--- config.mk ---
export PLATFORM = sky130hd
export DESIGN_NAME = forward_operand_select_flat
export DESIGN_NICKNAME = d
export VERILOG_FILES = /design/src/rtl/pipeline_pkg.sv /design/src/rtl/forward_operand_select_if.sv /design/src/rtl/operand_fwd_mux.sv /design/src/rtl/forward_operand_select.sv /design/src/flat_wrapper.sv
export SDC_FILE = /design/constraint.sdc
export NUM_CORES = 1
export LEC_CHECK = 0
export ABC_AREA = 1
export CAP_MARGIN = 0
export CORE_ASPECT_RATIO = 0.9
export CORE_MARGIN = 1.5
export CORE_UTILIZATION = 39
export DETAILED_ROUTE_END_ITERATION = 16
export PLACE_DENSITY = 0.82
export SLEW_MARGIN = 20
export SYNTH_ARGS = -nofsm -noshare
export SYNTH_HDL_FRONTEND = slang
export SYNTH_SLANG_ARGS = --single-unit
--- constraint.sdc ---
create_clock -name clk -period 1.49 [get_ports clk]
set_input_delay 0.149 -clock clk [delete_from_list [all_inputs] [get_ports clk]]
set_output_delay 0.149 -clock clk [all_outputs]
set_load 0.02 [all_outputs]
--- src/rtl/pipeline_pkg.sv ---
// pipeline_pkg
// Shared definitions for the RV32 operand-forwarding stage: datapath widths,
// the load-use stall/replay state encoding, the per-operand source select
// encoding and the priority function that maps qualified forwarding
// conditions onto a source select.
package pipeline_pkg;

  localparam int XLEN       = 32;
  localparam int REG_ADDR_W = 5;

  typedef enum logic [1:0] {
    NORMAL = 2'd0,
    STALL  = 2'd1,
    REPLAY = 2'd2
  } fwd_state_t;

  typedef enum logic [1:0] {
    SEL_ZERO = 2'd0,
    SEL_REG  = 2'd1,
    SEL_MEM  = 2'd2,
    SEL_WB   = 2'd3
  } fwd_sel_t;

  // Priority: x0 hardwired zero, then the replay override (load data now in
  // the WB copy), then the younger MEM producer, then WB, else register file.
  function automatic fwd_sel_t fwd_select(input logic addr_zero,
                                          input logic replay_ovr,
                                          input logic fwd_mem,
                                          input logic fwd_wb);
    fwd_sel_t sel;
    if (addr_zero) begin
      sel = SEL_ZERO;
    end else if (replay_ovr) begin
      sel = SEL_WB;
    end else if (fwd_mem) begin
      sel = SEL_MEM;
    end else if (fwd_wb) begin
      sel = SEL_WB;
    end else begin
      sel = SEL_REG;
    end
    return sel;
  endfunction

endpackage

--- src/rtl/forward_operand_select_if.sv ---
// forward_operand_select_if
// Bundles the pipeline-facing signals of the operand-forwarding stage.
//   master : pipeline / hazard unit side (drives sources, reads operands, stall)
//   slave  : forwarding stage side
// Signals: four hazard-unit forward enables, ALU-stage source addresses and
// register data, ALU result with reg_write/is_load flags, MEM-stage result,
// selected operands and the stall request.
interface forward_operand_select_if #(
  parameter int XLEN       = 32,
  parameter int REG_ADDR_W = 5
);

  logic                  forward_enable_to_rs1_from_mem_stage_signal;
  logic                  forward_enable_to_rs2_from_mem_stage_signal;
  logic                  forward_enable_to_rs1_from_wb_stage_signal;
  logic                  forward_enable_to_rs2_from_wb_stage_signal;
  logic [REG_ADDR_W-1:0] rs1_address_alu_stage;
  logic [REG_ADDR_W-1:0] rs2_address_alu_stage;
  logic [XLEN-1:0]       rs1_data_alu_stage;
  logic [XLEN-1:0]       rs2_data_alu_stage;
  logic [XLEN-1:0]       alu_result_alu_stage;
  logic                  reg_write_alu_stage;
  logic                  is_load_alu_stage;
  logic [XLEN-1:0]       mem_result_mem_stage;
  logic [XLEN-1:0]       operand1_out;
  logic [XLEN-1:0]       operand2_out;
  logic                  stall_signal;

  modport master (
    output forward_enable_to_rs1_from_mem_stage_signal,
    output forward_enable_to_rs2_from_mem_stage_signal,
    output forward_enable_to_rs1_from_wb_stage_signal,
    output forward_enable_to_rs2_from_wb_stage_signal,
    output rs1_address_alu_stage,
    output rs2_address_alu_stage,
    output rs1_data_alu_stage,
    output rs2_data_alu_stage,
    output alu_result_alu_stage,
    output reg_write_alu_stage,
    output is_load_alu_stage,
    output mem_result_mem_stage,
    input  operand1_out,
    input  operand2_out,
    input  stall_signal
  );

  modport slave (
    input  forward_enable_to_rs1_from_mem_stage_signal,
    input  forward_enable_to_rs2_from_mem_stage_signal,
    input  forward_enable_to_rs1_from_wb_stage_signal,
    input  forward_enable_to_rs2_from_wb_stage_signal,
    input  rs1_address_alu_stage,
    input  rs2_address_alu_stage,
    input  rs1_data_alu_stage,
    input  rs2_data_alu_stage,
    input  alu_result_alu_stage,
    input  reg_write_alu_stage,
    input  is_load_alu_stage,
    input  mem_result_mem_stage,
    output operand1_out,
    output operand2_out,
    output stall_signal
  );

endinterface

--- src/rtl/operand_fwd_mux.sv ---
// operand_fwd_mux
// Source selection for one ALU operand: priority encoder followed by a 4:1
// mux over {zero, register file, MEM copy, WB copy}.
// Ports:
//   addr_zero  in  source register is x0
//   replay_ovr in  replay override active for this operand
//   fwd_mem    in  qualified MEM-stage forward
//   fwd_wb     in  qualified WB-stage forward
//   reg_data, mem_data, wb_data  in  candidate values
//   operand    out selected operand
module operand_fwd_mux
  import pipeline_pkg::*;
#(
  parameter int XLEN = pipeline_pkg::XLEN
) (
  input  logic            addr_zero,
  input  logic            replay_ovr,
  input  logic            fwd_mem,
  input  logic            fwd_wb,
  input  logic [XLEN-1:0] reg_data,
  input  logic [XLEN-1:0] mem_data,
  input  logic [XLEN-1:0] wb_data,
  output logic [XLEN-1:0] operand
);

  fwd_sel_t sel_s;

  // Encode the winning source for this operand.
  always_comb begin
    sel_s = fwd_select(addr_zero, replay_ovr, fwd_mem, fwd_wb);
  end

  // Steer the selected source onto the operand.
  always_comb begin
    operand = {XLEN{1'b0}};
    case (sel_s)
      SEL_ZERO: operand = {XLEN{1'b0}};
      SEL_REG:  operand = reg_data;
      SEL_MEM:  operand = mem_data;
      SEL_WB:   operand = wb_data;
      default:  operand = reg_data;
    endcase
  end

endmodule

--- src/rtl/forward_operand_select.sv ---
// forward_operand_select
// Operand-forwarding stage of the RV32 pipeline. Keeps one-deep copies of the
// ALU-stage and MEM-stage results, qualifies the hazard unit's forward
// enables, selects both ALU operands and runs a one-bubble stall/replay
// sequence on load-use hazards.
// Ports:
//   clk    in  pipeline clock, all state updates on posedge
//   reset  in  asynchronous active-low reset
//   bus    slave modport carrying enables, sources, operands and stall_signal
module forward_operand_select
  import pipeline_pkg::*;
#(
  parameter int XLEN       = pipeline_pkg::XLEN,
  parameter int REG_ADDR_W = pipeline_pkg::REG_ADDR_W
) (
  input  logic                     clk,
  input  logic                     reset,
  forward_operand_select_if.slave  bus
);

  logic [XLEN-1:0] mem_fwd_r;
  logic            mem_wr_r;
  logic            mem_load_r;
  logic [XLEN-1:0] wb_fwd_r;
  logic            wb_wr_r;

  fwd_state_t      state_r;
  fwd_state_t      state_next_s;
  logic            ovr1_r;
  logic            ovr2_r;
  logic            ovr1_next_s;
  logic            ovr2_next_s;

  logic            rs1_zero_s;
  logic            rs2_zero_s;
  logic            fm1_s;
  logic            fm2_s;
  logic            fw1_s;
  logic            fw2_s;
  logic            hazard_s;
  logic            stall_s;
  logic            replay_s;

  // Result copies advance every edge, including while stalled: the STALL
  // edge is exactly the one that brings the load data into the WB copy.
  always_ff @(posedge clk or negedge reset) begin
    if (!reset) begin
      mem_fwd_r  <= {XLEN{1'b0}};
      mem_wr_r   <= 1'b0;
      mem_load_r <= 1'b0;
      wb_fwd_r   <= {XLEN{1'b0}};
      wb_wr_r    <= 1'b0;
    end else begin
      mem_fwd_r  <= bus.alu_result_alu_stage;
      mem_wr_r   <= bus.reg_write_alu_stage;
      mem_load_r <= bus.is_load_alu_stage;
      wb_fwd_r   <= bus.mem_result_mem_stage;
      wb_wr_r    <= mem_wr_r;
    end
  end

  // Qualify hazard-unit enables: x0 never forwards, nor does a non-writing producer.
  always_comb begin
    rs1_zero_s = (bus.rs1_address_alu_stage == {REG_ADDR_W{1'b0}});
    rs2_zero_s = (bus.rs2_address_alu_stage == {REG_ADDR_W{1'b0}});
    fm1_s      = bus.forward_enable_to_rs1_from_mem_stage_signal & mem_wr_r & ~rs1_zero_s;
    fm2_s      = bus.forward_enable_to_rs2_from_mem_stage_signal & mem_wr_r & ~rs2_zero_s;
    fw1_s      = bus.forward_enable_to_rs1_from_wb_stage_signal  & wb_wr_r  & ~rs1_zero_s;
    fw2_s      = bus.forward_enable_to_rs2_from_wb_stage_signal  & wb_wr_r  & ~rs2_zero_s;
    hazard_s   = (fm1_s | fm2_s) & mem_load_r;
  end

  // FSM state and replay overrides.
  always_ff @(posedge clk or negedge reset) begin
    if (!reset) begin
      state_r <= NORMAL;
      ovr1_r  <= 1'b0;
      ovr2_r  <= 1'b0;
    end else begin
      state_r <= state_next_s;
      ovr1_r  <= ovr1_next_s;
      ovr2_r  <= ovr2_next_s;
    end
  end

  // Next state: hazards are only acted on from NORMAL, so stall can never
  // be asserted on two consecutive cycles.
  always_comb begin
    state_next_s = NORMAL;
    ovr1_next_s  = 1'b0;
    ovr2_next_s  = 1'b0;
    case (state_r)
      NORMAL: begin
        if (hazard_s) begin
          state_next_s = STALL;
          ovr1_next_s  = fm1_s;
          ovr2_next_s  = fm2_s;
        end else begin
          state_next_s = NORMAL;
        end
      end
      STALL: begin
        state_next_s = REPLAY;
        ovr1_next_s  = ovr1_r;
        ovr2_next_s  = ovr2_r;
      end
      REPLAY: begin
        state_next_s = NORMAL;
      end
      default: begin
        state_next_s = NORMAL;
      end
    endcase
  end

  // Outputs decoded from the state register only.
  always_comb begin
    stall_s  = 1'b0;
    replay_s = 1'b0;
    case (state_r)
      NORMAL:  stall_s = 1'b0;
      STALL:   stall_s = 1'b1;
      REPLAY:  replay_s = 1'b1;
      default: stall_s = 1'b0;
    endcase
  end

  assign bus.stall_signal = stall_s;

  // Overrides are latched on entry to STALL but only steer operands in REPLAY.
  operand_fwd_mux #(.XLEN(XLEN)) u_op1_mux (
    .addr_zero  (rs1_zero_s),
    .replay_ovr (ovr1_r & replay_s),
    .fwd_mem    (fm1_s),
    .fwd_wb     (fw1_s),
    .reg_data   (bus.rs1_data_alu_stage),
    .mem_data   (mem_fwd_r),
    .wb_data    (wb_fwd_r),
    .operand    (bus.operand1_out)
  );

  operand_fwd_mux #(.XLEN(XLEN)) u_op2_mux (
    .addr_zero  (rs2_zero_s),
    .replay_ovr (ovr2_r & replay_s),
    .fwd_mem    (fm2_s),
    .fwd_wb     (fw2_s),
    .reg_data   (bus.rs2_data_alu_stage),
    .mem_data   (mem_fwd_r),
    .wb_data    (wb_fwd_r),
    .operand    (bus.operand2_out)
  );

endmodule
--- src/flat_wrapper.sv ---
// flat-port wrapper written by rule: the top's interface ports become plain ports
module forward_operand_select_flat import pipeline_pkg::*;
#(
  parameter int XLEN       = pipeline_pkg::XLEN,
  parameter int REG_ADDR_W = pipeline_pkg::REG_ADDR_W
)
  (clk, reset, bus_forward_enable_to_rs1_from_mem_stage_signal, bus_forward_enable_to_rs2_from_mem_stage_signal, bus_forward_enable_to_rs1_from_wb_stage_signal, bus_forward_enable_to_rs2_from_wb_stage_signal, bus_rs1_address_alu_stage, bus_rs2_address_alu_stage, bus_rs1_data_alu_stage, bus_rs2_data_alu_stage, bus_alu_result_alu_stage, bus_reg_write_alu_stage, bus_is_load_alu_stage, bus_mem_result_mem_stage, bus_operand1_out, bus_operand2_out, bus_stall_signal);
  forward_operand_select_if #(.XLEN(XLEN), .REG_ADDR_W(REG_ADDR_W)) bus_i ();
  input  logic clk;
  input  logic reset;
  input wire logic [$bits(bus_i.forward_enable_to_rs1_from_mem_stage_signal)-1:0] bus_forward_enable_to_rs1_from_mem_stage_signal;
  input wire logic [$bits(bus_i.forward_enable_to_rs2_from_mem_stage_signal)-1:0] bus_forward_enable_to_rs2_from_mem_stage_signal;
  input wire logic [$bits(bus_i.forward_enable_to_rs1_from_wb_stage_signal)-1:0] bus_forward_enable_to_rs1_from_wb_stage_signal;
  input wire logic [$bits(bus_i.forward_enable_to_rs2_from_wb_stage_signal)-1:0] bus_forward_enable_to_rs2_from_wb_stage_signal;
  input wire logic [$bits(bus_i.rs1_address_alu_stage)-1:0] bus_rs1_address_alu_stage;
  input wire logic [$bits(bus_i.rs2_address_alu_stage)-1:0] bus_rs2_address_alu_stage;
  input wire logic [$bits(bus_i.rs1_data_alu_stage)-1:0] bus_rs1_data_alu_stage;
  input wire logic [$bits(bus_i.rs2_data_alu_stage)-1:0] bus_rs2_data_alu_stage;
  input wire logic [$bits(bus_i.alu_result_alu_stage)-1:0] bus_alu_result_alu_stage;
  input wire logic [$bits(bus_i.reg_write_alu_stage)-1:0] bus_reg_write_alu_stage;
  input wire logic [$bits(bus_i.is_load_alu_stage)-1:0] bus_is_load_alu_stage;
  input wire logic [$bits(bus_i.mem_result_mem_stage)-1:0] bus_mem_result_mem_stage;
  output wire logic [$bits(bus_i.operand1_out)-1:0] bus_operand1_out;
  output wire logic [$bits(bus_i.operand2_out)-1:0] bus_operand2_out;
  output wire logic [$bits(bus_i.stall_signal)-1:0] bus_stall_signal;
  assign bus_i.forward_enable_to_rs1_from_mem_stage_signal = bus_forward_enable_to_rs1_from_mem_stage_signal;
  assign bus_i.forward_enable_to_rs2_from_mem_stage_signal = bus_forward_enable_to_rs2_from_mem_stage_signal;
  assign bus_i.forward_enable_to_rs1_from_wb_stage_signal = bus_forward_enable_to_rs1_from_wb_stage_signal;
  assign bus_i.forward_enable_to_rs2_from_wb_stage_signal = bus_forward_enable_to_rs2_from_wb_stage_signal;
  assign bus_i.rs1_address_alu_stage = bus_rs1_address_alu_stage;
  assign bus_i.rs2_address_alu_stage = bus_rs2_address_alu_stage;
  assign bus_i.rs1_data_alu_stage = bus_rs1_data_alu_stage;
  assign bus_i.rs2_data_alu_stage = bus_rs2_data_alu_stage;
  assign bus_i.alu_result_alu_stage = bus_alu_result_alu_stage;
  assign bus_i.reg_write_alu_stage = bus_reg_write_alu_stage;
  assign bus_i.is_load_alu_stage = bus_is_load_alu_stage;
  assign bus_i.mem_result_mem_stage = bus_mem_result_mem_stage;
  assign bus_operand1_out = bus_i.operand1_out;
  assign bus_operand2_out = bus_i.operand2_out;
  assign bus_stall_signal = bus_i.stall_signal;
  forward_operand_select #(.XLEN(XLEN), .REG_ADDR_W(REG_ADDR_W)) u_core (.clk(clk), .reset(reset), .bus(bus_i));
endmodule
==> results.py, run 1 <==
metrics = {
    "worst_setup_path": {
        "cp.arrival_ns": 1.73,
        "cpMostUsedCell": "buf_6",
        "end_kind": "output pin",
        "worstPathRequired_ns": 1.34,
        "crit_fanout": 11,
        "path_class": "register to output pin",
        "crit_path_top_delay_cell": "dfrtp_1",
        "reg2regPathDepth": 5,
        "max_stage_delay_ns": 0.51,
        "r2r_start": "u_core.state_r[1]",
        "cp_cell_sequence": "nand3_4 > nand2_8 > buf_6 > nand4_1 > nand3_2 > buf_6",
        "cp-start-kind": "register",
        "crit_path_start": "u_core.ovr2_r",
    },
    "floorplanning": {
        "row_count": 33,
        "fp.dieArea_um2": 10000,
        "start_util_pct": 40.2,
        "die_h_um": 95.2,
        "ios": 211,
        "core_um2": 9170,
        "dieWidth_um": 105,
    },
    "pwr": {
        "vdd_drop_max_mv": 0.653,
        "leakage_nw": 3.31,
        "total_power_mw": 5.94,
        "p_per_area_nw_per_um2": 790,
    },
    "finish": {
        "fin_cells": 760,
        "syn_to_final_growth_pct": 104,
        "num_antenna_cells": 0,
        "num-nets-final": 779,
        "drive_gt1_share_pct": 44.4,
    },
    "job": {
        "max_cap_violations": 0,
    },
    "grt": {
        "grt_max_degree": 72,
        "grt_remaining_overflow": 0,
        "grt_usage_pct": 30.0,
        "grt_pass1_wl_um": 23200,
        "antenna_found_initial": 0,
        "grt_pass1_vias": 4727,
    },
    "logic_synthesis": {
        "ys_warn_count": 0,
        "ys_ff_latch": 71,
        "syn_area_per_cell_um2": 8.95,
        "yosysUniqueCellTypes": 19,
        "ys_seq_area_share_pct": 48.2,
        "syn-num-nets": 558,
        "syn_inst": 412,
        "synth_area_um2": 3690,
    },
    "timing": {
        "finalHoldViolCount": 0,
        "slew_headroom_pct": 73.5,
        "fin_crit_ns": 1.88,
        "finalMaxSlewViolations": 0,
        "fin_ws_ns": -0.390,
        "clock.fmax_mhz": 532,
        "setup_viol": 65,
        "skew_ns": 0.00292,
        "rsz0062_at_grt": "yes",
        "post-route-period-util_pct": 126,
        "worst_slew_pin_slew_ns": 0.397,
    },
    "clock_tree": {
        "clkTransAtPathRegs_ns": 0.08,
        "root_buffer": "clkbuf_8",
        "insertion_delay_ns": 0.33,
        "htree_levels": 3,
        "cts_sinks": 71,
        "numCtsBuffers": 9,
        "cts_tree": "yes",
        "cts.path.max_buffers": 2,
    },
    "worst_hold_path": {
        "hp-class": "input port to register",
        "worstHoldPathCells": 1,
        "hp-start": "bus_alu_result_alu_stage[18]",
    },
    "drt": {
        "ant_nets": 0,
        "drt-wirelength-per-cell_um": 23.1,
        "initialDrtViolationCount": 314,
        "dr.pass1.iters": 5,
        "wirelength_um": 17600,
        "drc": 0,
        "viasPerCell": 6.16,
        "vias": 4679,
    },
    "placement": {
        "place.gp.congestion": 0.825,
        "io_buffers": 210,
        "dp.cells": 727,
        "dp_hpwl_um": 9840,
    },
    "status": {
        "outcome": "finished, violations left",
        "failed_checks": "negative setup slack",
    },
}
[stage by stage]
| stage | utilization [%] | worst slack, ns | area (um2) | setup TNS [ns] | hold slack, ns |
|---|---|---|---|---|---|
| global route | 82.0 | -0.476 | 7510 | -26.70 | 0.229 |
| floorplan | - | 0.191 | 3690 | 0 | -0.147 |
| detailed placement | 66.2 | -0.634 | 6070 | -38.34 | 0.189 |
| finish | 82.0 | -0.390 | 7510 | -21.83 | 0.239 |
| global placement | 66.2 | -0.627 | 6070 | -37.50 | 0.184 |
| CTS | 73.5 | -0.404 | 6740 | -21.42 | 0.232 |
[repair_timing]
action / 4_1_cts / 5_1_grt
endpoints found under the setup margin: 65 / 65
buffers inserted: 6 / 5
hold buffers: 1 / 0
pin swaps: 12 / 42
endpoints found under the hold margin: 71 / 0
resized for setup: 440 / 141
gates cloned: 3 / 5
[critical path: cells and delay by family, from the launching register on]
family                 cells  cell delay (ns)
buffers and inverters      2             0.28
DFF                        1             0.51
and+or+nand+nor            4             0.59
[placed cells by master (no fill, tap or decap), types with 2 or more instances in the layout]
cell             netlist  layout
clkbuf_16              0       5
clkbuf_1              10       2
nand2_4                2       3
buf_6                 12      70
dfrtp_2                0       2
nand4_1               64      64
buf_4                 11       9
nand2_8                0       2
a21oi_4                2       2
inv_1                  6       4
inv_2                  2       2
nand3_1              194      57
clkinv_2               0       3
clkbuf_8               0      10
nand2_2                2       3
nand2_1               12       8
nand3_2                4     126
nand3_4                0      15
nor2_1                 6       6
clkdlybuf4s50_1        0     144
buf_12                 0      22
dfrtp_1               71      69
[area by class of cell]
| type | instances | area, um2 |
|---|---|---|
| Inverter | 10 | 65.1 |
| Timing Repair Buffer | 254 | 2930 |
| Fill cell | 507 | 1650 |
| Sequential cell | 71 | 1780 |
| Clock inverter | 4 | 45.0 |
| Multi-Input combinational cell | 287 | 2400 |
| Tap cell | 122 | 153 |
| Clock buffer | 12 | 145 |
[cells by family after synthesis]
group	Yosys count	synth area share, %
flip-flops	71	48.2
buffers and inverters	54	9.57
AO/OA/AOI/OAI	2	0.882
AND/OR/NAND/NOR	285	41.4
[state kept, by name, summed over array words and instances (netlist names)]
name,cells
u_core.mem_wr_r,1
u_core.wb_fwd_r,32
u_core.ovr1_r,1
u_core.wb_wr_r,1
u_core.mem_load_r,1
u_core.state_r,2
u_core.mem_fwd_r,32
u_core.ovr2_r,1
[where the power goes]
part	leakage, nW	total (mW)	switching [mW]	internal, mW
clock network	0.100	1.52	0.707	0.813
logic	2.38	2.30	1.11	1.19
registers	0.832	2.12	0.0922	2.03
[per-layer routing]
layer / routed length [um] / track usage, % / vias to the layer above
met2: 9140 / 53.1 / 384
met4: 889 / 18.5 / 0
met5: 0 / 0 / -
met3: 1570 / 8.27 / 94
li1: - / - / 1972
met1: 5960 / 32.4 / 2229
[cell usage after synthesis, drive strengths merged]
master  count  area, um2
a21oi       2       32.5
nand3     198       1010
dfrtp      71       1780
nand2      16       80.1
inv        10       42.5
nand4      64        400
nor2        7       33.8
buf        33        265
clkbuf     11       45.1
[worst paths after layout]
check | endpoint | slack [ns]
setup / recovery | bus_operand2_out[4] | -0.39
hold / removal | u_core.mem_fwd_r[18] | 0.24
setup reg to reg | u_core.ovr2_r | 0.24
hold reg to reg | u_core.wb_wr_r | 0.45
max in group asynchronous | u_core.state_r[0] | 0.80
min in group asynchronous | u_core.mem_fwd_r[26] | 0.37
Note: power is estimated with default switching activity, not from simulation.
==> inputs of run 2 (changes only) <==
- CTS_CLUSTER_DIAMETER: not set -> 50
==> results of run 2 <==
No change in the layout: final DEF, timing and power equal those of run 1.
